===== config.mk =====
export PLATFORM = sky130hd
export DESIGN_NAME = interval_sequencer
export DESIGN_NICKNAME = d
export VERILOG_FILES = /design/src/rtl/interval_sequencer.sv
export SDC_FILE = /design/constraint.sdc
export NUM_CORES = 1
export LEC_CHECK = 0
export CAP_MARGIN = 10
export CELL_PAD_IN_SITES_DETAIL_PLACEMENT = 1
export CELL_PAD_IN_SITES_GLOBAL_PLACEMENT = 2
export CORE_MARGIN = 5
export CORE_UTILIZATION = 41
export CTS_BUF_LIST = sky130_fd_sc_hd__clkbuf_2 sky130_fd_sc_hd__clkbuf_4 sky130_fd_sc_hd__clkbuf_8
export CTS_CLUSTER_DIAMETER = 120
export DETAILED_ROUTE_END_ITERATION = 7
export PLACE_DENSITY_LB_ADDON = 0.1
export SLEW_MARGIN = 20
export SYNTH_ARGS = -nofsm -noshare
export SYNTH_HDL_FRONTEND = slang
export SYNTH_SLANG_ARGS = --single-unit

===== constraint.sdc =====
create_clock -name clk_core -period 7.8 [get_ports clk_core]
set_input_delay 2.34 -clock clk_core [delete_from_list [all_inputs] [get_ports clk_core]]
set_output_delay 2.34 -clock clk_core [all_outputs]
set_load 0.005 [all_outputs]

===== src/rtl/interval_sequencer.sv =====
`default_nettype none
// ============================================================================
// Module  : interval_sequencer
// Brief   : walks a BCD countdown core through a table of interval presets
// Rev     : 1.0  initial release
// ============================================================================
module interval_sequencer #(
    parameter int NUM_SLOTS = 4,
    parameter int IDX_W     = 2
) (
    input  logic             clk_core,
    input  logic             rst,
    input  logic             cfg_we_i,
    input  logic [IDX_W-1:0] cfg_idx_i,
    input  logic [7:0]       cfg_min_i,
    input  logic [7:0]       cfg_sec_i,
    input  logic [7:0]       cfg_ms_10_i,
    input  logic [IDX_W-1:0] last_slot_i,
    input  logic             loop_i,
    input  logic             start_i,
    input  logic             pause_i,
    input  logic             abort_i,
    input  logic             time_out_i,
    output logic [7:0]       core_min_o,
    output logic [7:0]       core_sec_o,
    output logic [7:0]       core_ms_10_o,
    output logic             ld_o,
    output logic             en_o,
    output logic [IDX_W-1:0] slot_o,
    output logic             slot_done_o,
    output logic [7:0]       rounds_o,
    output logic             busy_o,
    output logic             done_o,
    output logic             cfg_err_o
);

    localparam logic [IDX_W-1:0] C_LAST_MAX = IDX_W'(NUM_SLOTS - 1);
    localparam logic [IDX_W-1:0] C_IDX_ONE  = IDX_W'(1);
    localparam logic [IDX_W:0]   C_SLOTS_X  = (IDX_W + 1)'(NUM_SLOTS);

    typedef enum logic [2:0] {
        ST_IDLE  = 3'd0,
        ST_SEL   = 3'd1,
        ST_LOAD  = 3'd2,
        ST_RUN   = 3'd3,
        ST_PAUSE = 3'd4,
        ST_DONE  = 3'd5
    } state_t;

    state_t           state_q, state_d;
    logic [IDX_W-1:0] slot_q, slot_d, last_q, last_d;
    logic [7:0]       rounds_q, rounds_d;
    logic             loaded_q, loaded_d;
    logic [7:0]       core_min_q, core_min_d;
    logic [7:0]       core_sec_q, core_sec_d;
    logic [7:0]       core_ms_q, core_ms_d;
    logic             slot_done_d;
    logic             ld_q, en_q, slot_done_q, busy_q, done_q, cfg_err_q;

    logic [7:0] tbl_min_q [NUM_SLOTS];
    logic [7:0] tbl_sec_q [NUM_SLOTS];
    logic [7:0] tbl_ms_q  [NUM_SLOTS];

    logic w_fmt_ok, w_idx_big, w_last_big, w_cfg_wr, w_slot_empty, w_adv, w_go;

    assign w_fmt_ok = (cfg_min_i[7:4] <= 4'd9) && (cfg_min_i[3:0] <= 4'd9) &&
                      (cfg_sec_i[7:4] <= 4'd5) && (cfg_sec_i[3:0] <= 4'd9) &&
                      (cfg_ms_10_i[7:4] <= 4'd9) && (cfg_ms_10_i[3:0] <= 4'd9);
    assign w_idx_big  = {1'b0, cfg_idx_i} >= C_SLOTS_X;
    assign w_last_big = {1'b0, last_slot_i} >= C_SLOTS_X;
    assign w_cfg_wr   = cfg_we_i && w_fmt_ok && !w_idx_big &&
                        ((state_q == ST_IDLE) || (state_q == ST_DONE));
    assign w_slot_empty = ({tbl_min_q[slot_q], tbl_sec_q[slot_q], tbl_ms_q[slot_q]} == 24'h0);

    always_comb begin
        state_d     = state_q;
        slot_d      = slot_q;
        last_d      = last_q;
        rounds_d    = rounds_q;
        loaded_d    = loaded_q;
        core_min_d  = core_min_q;
        core_sec_d  = core_sec_q;
        core_ms_d   = core_ms_q;
        slot_done_d = 1'b0;
        w_adv       = 1'b0;
        w_go        = 1'b0;

        case (state_q)
            ST_IDLE, ST_DONE: w_go = start_i;
            ST_SEL: begin
                if (w_slot_empty) begin
                    w_adv = 1'b1;
                end else begin
                    core_min_d = tbl_min_q[slot_q];
                    core_sec_d = tbl_sec_q[slot_q];
                    core_ms_d  = tbl_ms_q[slot_q];
                    loaded_d   = 1'b1;
                    state_d    = ST_LOAD;
                end
            end
            ST_LOAD: state_d = ST_RUN;
            ST_RUN: begin
                if (time_out_i) begin
                    slot_done_d = 1'b1;
                    w_adv       = 1'b1;
                end else if (pause_i) begin
                    state_d = ST_PAUSE;
                end
            end
            ST_PAUSE: if (pause_i) state_d = ST_RUN;
            default: state_d = ST_IDLE;
        endcase

        if (w_go) begin
            state_d  = ST_SEL;
            slot_d   = '0;
            rounds_d = '0;
            loaded_d = 1'b0;
            last_d   = w_last_big ? C_LAST_MAX : last_slot_i;
        end

        // A wrap is only allowed if this pass loaded something, so an all-zero
        // table terminates instead of spinning forever in loop mode.
        if (w_adv) begin
            if (slot_q < last_q) begin
                slot_d  = slot_q + C_IDX_ONE;
                state_d = ST_SEL;
            end else if (loop_i && loaded_q) begin
                slot_d   = '0;
                loaded_d = 1'b0;
                rounds_d = (rounds_q == 8'hFF) ? rounds_q : rounds_q + 8'd1;
                state_d  = ST_SEL;
            end else begin
                state_d = ST_DONE;
            end
        end

        if (abort_i) begin
            state_d     = ST_IDLE;
            slot_d      = '0;
            slot_done_d = 1'b0;
        end
    end

    always_ff @(posedge clk_core or posedge rst) begin
        if (rst) begin
            state_q     <= ST_IDLE;
            slot_q      <= '0;
            last_q      <= C_LAST_MAX;
            rounds_q    <= '0;
            loaded_q    <= 1'b0;
            core_min_q  <= '0;
            core_sec_q  <= '0;
            core_ms_q   <= '0;
            ld_q        <= 1'b0;
            en_q        <= 1'b0;
            slot_done_q <= 1'b0;
            busy_q      <= 1'b0;
            done_q      <= 1'b0;
            cfg_err_q   <= 1'b0;
        end else begin
            state_q     <= state_d;
            slot_q      <= slot_d;
            last_q      <= last_d;
            rounds_q    <= rounds_d;
            loaded_q    <= loaded_d;
            core_min_q  <= core_min_d;
            core_sec_q  <= core_sec_d;
            core_ms_q   <= core_ms_d;
            ld_q        <= (state_d == ST_LOAD);
            en_q        <= (state_d == ST_RUN);
            slot_done_q <= slot_done_d;
            busy_q      <= (state_d == ST_SEL) || (state_d == ST_LOAD) ||
                           (state_d == ST_RUN) || (state_d == ST_PAUSE);
            done_q      <= (state_d == ST_DONE);
            cfg_err_q   <= cfg_we_i && !w_cfg_wr;
        end
    end

    always_ff @(posedge clk_core or posedge rst) begin
        if (rst) begin
            for (int i = 0; i < NUM_SLOTS; i++) begin
                tbl_min_q[i] <= (i == 0) ? 8'h05 : 8'h00;
                tbl_sec_q[i] <= 8'h00;
                tbl_ms_q[i]  <= 8'h00;
            end
        end else begin
            for (int i = 0; i < NUM_SLOTS; i++) begin
                if (w_cfg_wr && (cfg_idx_i == IDX_W'(i))) begin
                    tbl_min_q[i] <= cfg_min_i;
                    tbl_sec_q[i] <= cfg_sec_i;
                    tbl_ms_q[i]  <= cfg_ms_10_i;
                end
            end
        end
    end

    assign core_min_o   = core_min_q;
    assign core_sec_o   = core_sec_q;
    assign core_ms_10_o = core_ms_q;
    assign ld_o         = ld_q;
    assign en_o         = en_q;
    assign slot_o       = slot_q;
    assign slot_done_o  = slot_done_q;
    assign rounds_o     = rounds_q;
    assign busy_o       = busy_q;
    assign done_o       = done_q;
    assign cfg_err_o    = cfg_err_q;

endmodule
`default_nettype wire


==> impl_summary.md <==
Run status
The run finished with clean final reports.

Clock tree
The number of gates resized after cts is 0. The H-tree level count is 4. CTS saw 142 sinks. For the worst-skew pair, the clock arrives at the later sink with an insertion delay of 0.45 ns. The number of setup buffers added after CTS is 0.

The cts-stage hold buffer count is 0. The number of buffers inserted during clock tree synthesis is 17. The clock root buffer is sky130_fd_sc_hd__clkbuf_8. Clock-pin slew was measured on the worst setup and hold paths at 0.08 ns.

The maximum number of buffers from clock root to sink is 2. The clock tree from TritonCTS is built.

Yosys
The synthesized design contains 0 enable-type register cells. The mux contribution to synthesized area is 30.2%. The leading register cell type out of synthesis is sky130_fd_sc_hd__dfrtp_1.

The count of different cell masters after synthesis is 49. The biggest area consumer among synthesized cells is sky130_fd_sc_hd__dfrtp_1. In this run the cell area of the synthesized design comes to 6430 µm².

For this run, the register share of the synthesized area comes to 55.4%. The cell count after synthesis is 437. The synthesized design devotes to its leading area cell type 53.7% of total area.

The synthesized-area fraction occupied by ao, oa, aoi and oai cells is 4.30%. The synthesized netlist devotes 0.389% of its cell area to adder and majority cells. The number of nets in the synthesized netlist is 475. By area the synthesized netlist is led by sky130_fd_sc_hd__dfrtp_1 (54%), sky130_fd_sc_hd__mux2_2 (20%), sky130_fd_sc_hd__mux4_1 (8.2%).

The flip-flop and latch count after synthesis is 142. Summing the areas of all xor and xnor instances in the mapped netlist gives 0.273% of the synthesized area. The mean instance size in the synthesized netlist is 14.7 µm². The share of async-settable or async-resettable flops after synthesis is 100%. The total of warnings raised by yosys is 0. The simple-gate share of the synthesized area is 6.50%. The dominant combinational cell family by area after synthesis is multiplexers.

Timing
The slew at the pin closest to its max-slew limit is 0.842 ns. The number of endpoints with negative hold slack in the final report came to 0. Measured against its own limit, the worst slew margin works out to 43.8%. The number of pins exceeding their max-slew limit in the final report came to 0. The summed negative setup slack over all endpoints is 0 ns. Setup repair after global routing left no endpoint under its margin. The final critical-path required period is 4.47 ns.

Between clock sinks in the finished design, the worst skew comes to 0.0116 ns. Static timing analysis puts the maximum clock frequency at 0.224 GHz. The final clock period utilization by the worst path is 57.3%.

Setup violations remaining at the end of the flow were counted as 0.

Hold path
The worst hold path passes through 2 cells. The startpoint of the worst hold path is last_q[0]. The worst min-delay path category is flop to flop.

The hold-critical path endpoint is last_q[0].

Place
Port buffering added 75 buffers. The placed wire-length estimate after detailed placement is 10300 µm. Routability-driven placement finished with a final weighted congestion of 0.789.

Critical path
The critical path goes through clkdlybuf4s50_1, a211oi_1, nand3_1, nor4b_2, buf_4, mux2_2. Counting both buffers and inverters, the worst setup path holds a total of 2. The endpoint identified for the worst register-to-register timing path is core_min_o[6].

The nature of the critical path endpoint is a flop. The longest individual stage delay on the worst path is 0.57 ns. Across all register-to-register paths, the minimum setup slack is 4.24 ns. The worst setup path is launched from a primary input. The startpoint identified for the worst register-to-register timing path is slot_o[0]. The biggest fanout along the worst timing path is 20. The cell with the largest stage delay on the worst path is sky130_fd_sc_hd__nor4b_2. On the critical path the largest part of the delay comes from buffers and inverters.

The required time at the endpoint of the critical path is 8.13 ns. By startpoint and endpoint, the worst setup path is classified as primary input to flop. Counting cells, the worst reg-to-reg path comes to 7.

At the worst endpoint, the arrival time is 4.80 ns.

Routing
After detailed routing, the total wire length is 15100 µm. The pre-antenna-repair detailed-routing pass consisted of 5 iterations. The highest layer touched by signal routing is met4. After detailed routing, the number of remaining DRC violations is 0.

Dividing the detail-routed wire length by the instance count gives 20.4 µm. The total via count in the routed design is 3963. After detailed routing, the met2 layer carries 7610 µm of wire. Wire segments on met3 add up to 576 µm in the final route. After the first detailed-routing iteration, the DRC count stood at 141. The detailed router put a total of 6730 µm of wire on met1. Dividing the detail-routed via count by the number of cells gives 5.36. The antenna violation net count after detailed routing is 0.

Die
The die is 135 µm wide. The floorplan step set the die height to 135 µm. The floorplan has 45 rows.

The placeable core area is 15300 µm². The floorplan step defined a die boundary enclosing 18300 µm². The effective utilization at floorplan is 42.0%. 76 I/O pins were placed.

Cells and area
From synthesis to final layout, the design area changed by 21.3%. Cells with a size suffix above 1 make up 32.3% of the layout. The number of nets in the finished design is 554. The library cells used most frequently in the layout, excluding fill and tap cells, are sky130_fd_sc_hd__dfrtp_1 (138), sky130_fd_sc_hd__mux2_2 (116), sky130_fd_sc_hd__clkdlybuf4s50_1 (75), sky130_fd_sc_hd__mux4_1 (20), sky130_fd_sc_hd__clkbuf_8 (19). The core occupancy in the finished layout is 50.9%. Leaving out fill and tap cells, the most frequent cell in the layout is sky130_fd_sc_hd__dfrtp_1. The repair_antennas step left the layout with diodes totalling 0.

Power and ir drop
Sequential cells account for 43.7% of the total power. Per report_power, the clock group accounts for 29.6% of the total. Across the VDD grid, the largest voltage drop is 0.000135 V. The total internal power is 1.56 mW. Combinational logic is responsible for 26.8% of the overall power.

Power spread over the standard cell area amounts to 280 nW/µm². For this design the static power due to leakage is 3.67 nW. The net switching share of the total power is 28.6%. Summed over all nets, the switching power comes to 0.624 mW.

GRT
The global-route usage over all layers is 17.4%. Entering global routing, the biggest net connects 78 pins. The first global-routing pass estimated 24300 µm of wire. The via count of the first global-routing pass is 4350.

The final global-route overflow total is 0. The number of antenna violations at the first check in global routing is 0.

Flow run
The number of maximum-capacitance violations is 0.
==> metal layers <==
metal / vias up / global-route usage (%)
met5: - / 0
met4: 0 / 4.70
met3: 16 / 4.94
met2: 70 / 29.5
met1: 2086 / 22.1
li1: 1791 / -
==> power by group through the flow <==
| stage | combinational (mW) | sequential [mW] | clock, mW |
|---|---|---|---|
| after floorplan | 0.393 | 0.947 | 0 |
| after global placement | 0.586 | 0.960 | 0 |
| after detailed placement | 0.599 | 0.969 | 0 |
| after CTS | 0.600 | 0.954 | 0.664 |
| after global routing | 0.640 | 0.970 | 0.697 |
| final | 0.584 | 0.954 | 0.645 |
==> cell type report <==
| class | instances | area, µm² |
|---|---|---|
| sequential | 142 | 3560 |
| clock inverter | 12 | 166 |
| tap | 211 | 264 |
| multi-input combinational | 262 | 2690 |
| clock buffer | 20 | 269 |
| timing repair buffer | 82 | 803 |
| fill | 1550 | 7520 |
| inverter | 11 | 46.3 |
==> worst max path at each step <==
stage                            start            end  slack, ns  cells past startpoint
after global routing      cfg_sec_i[6]  tbl_min_q[22]       3.23                      6
after global placement    cfg_sec_i[6]    tbl_ms_q[2]       2.83                      7
final                     cfg_sec_i[6]   tbl_ms_q[20]       3.33                      6
after CTS                 cfg_sec_i[6]    tbl_ms_q[3]       3.29                      7
after detailed placement  cfg_sec_i[6]    tbl_ms_q[3]       2.80                      7
after floorplan                    rst         busy_o       1.66                      1
==> synth_stat cells, drive strengths merged (3+ instances only) <==
master	n
nand2	14
mux4	24
nor4	4
and3	5
a311oi	4
inv	11
nor2	13
a21oi	4
dfrtp	138
o21ai	12
or4	3
and4	3
and2	7
mux2	116
a31oi	8
nand3	7
clkbuf	14
nor3	5
buf	8
nor2b	6
dfstp	4
==> worst min-delay path: stages (launching register included) <==
cell and delay (ns):
sky130_fd_sc_hd__dfstp_2 0.37, sky130_fd_sc_hd__nand2_1 0.05, sky130_fd_sc_hd__nand2_1 0.04
==> stage by stage <==
stage / hold WS [ns] / worst slack, ns / cell area, µm² / instances / total power [mW]
after global placement: 0.446 / 2.83 / 7360 / 708 / 1.55
after floorplan: 0.439 / 1.66 / 6430 / 437 / 1.34
final: 0.462 / 3.33 / 7790 / 740 / 2.18
after CTS: 0.468 / 3.29 / 7790 / 740 / 2.22
after detailed placement: 0.460 / 2.80 / 7360 / 708 / 1.57
after global routing: 0.501 / 3.23 / 7790 / 740 / 2.31
==> kinds of logic after synthesis <==
logic type	count (synthesis)
adder cells (fa/ha/maj)	2
buffers and inverters	33
AND/OR/NAND/NOR	74
multiplexers	142
AO/OA/AOI/OAI	42
flip-flops	142
XOR/XNOR	2
==> flip-flops by register name, summed over array words and instances (netlist names) <==
signal and flops:
tbl_min_q 32, rounds_o 8, en_o 1, done_o 1, slot_done_o 1, last_q 2, busy_o 1, state_q 3
core_ms_10_o 8, tbl_ms_q 32, cfg_err_o 1, ld_o 1, loaded_q 1, core_min_o 8, core_sec_o 8, slot_o 2
tbl_sec_q 32
No activity file was read; power rests on OpenSTA's default activity.
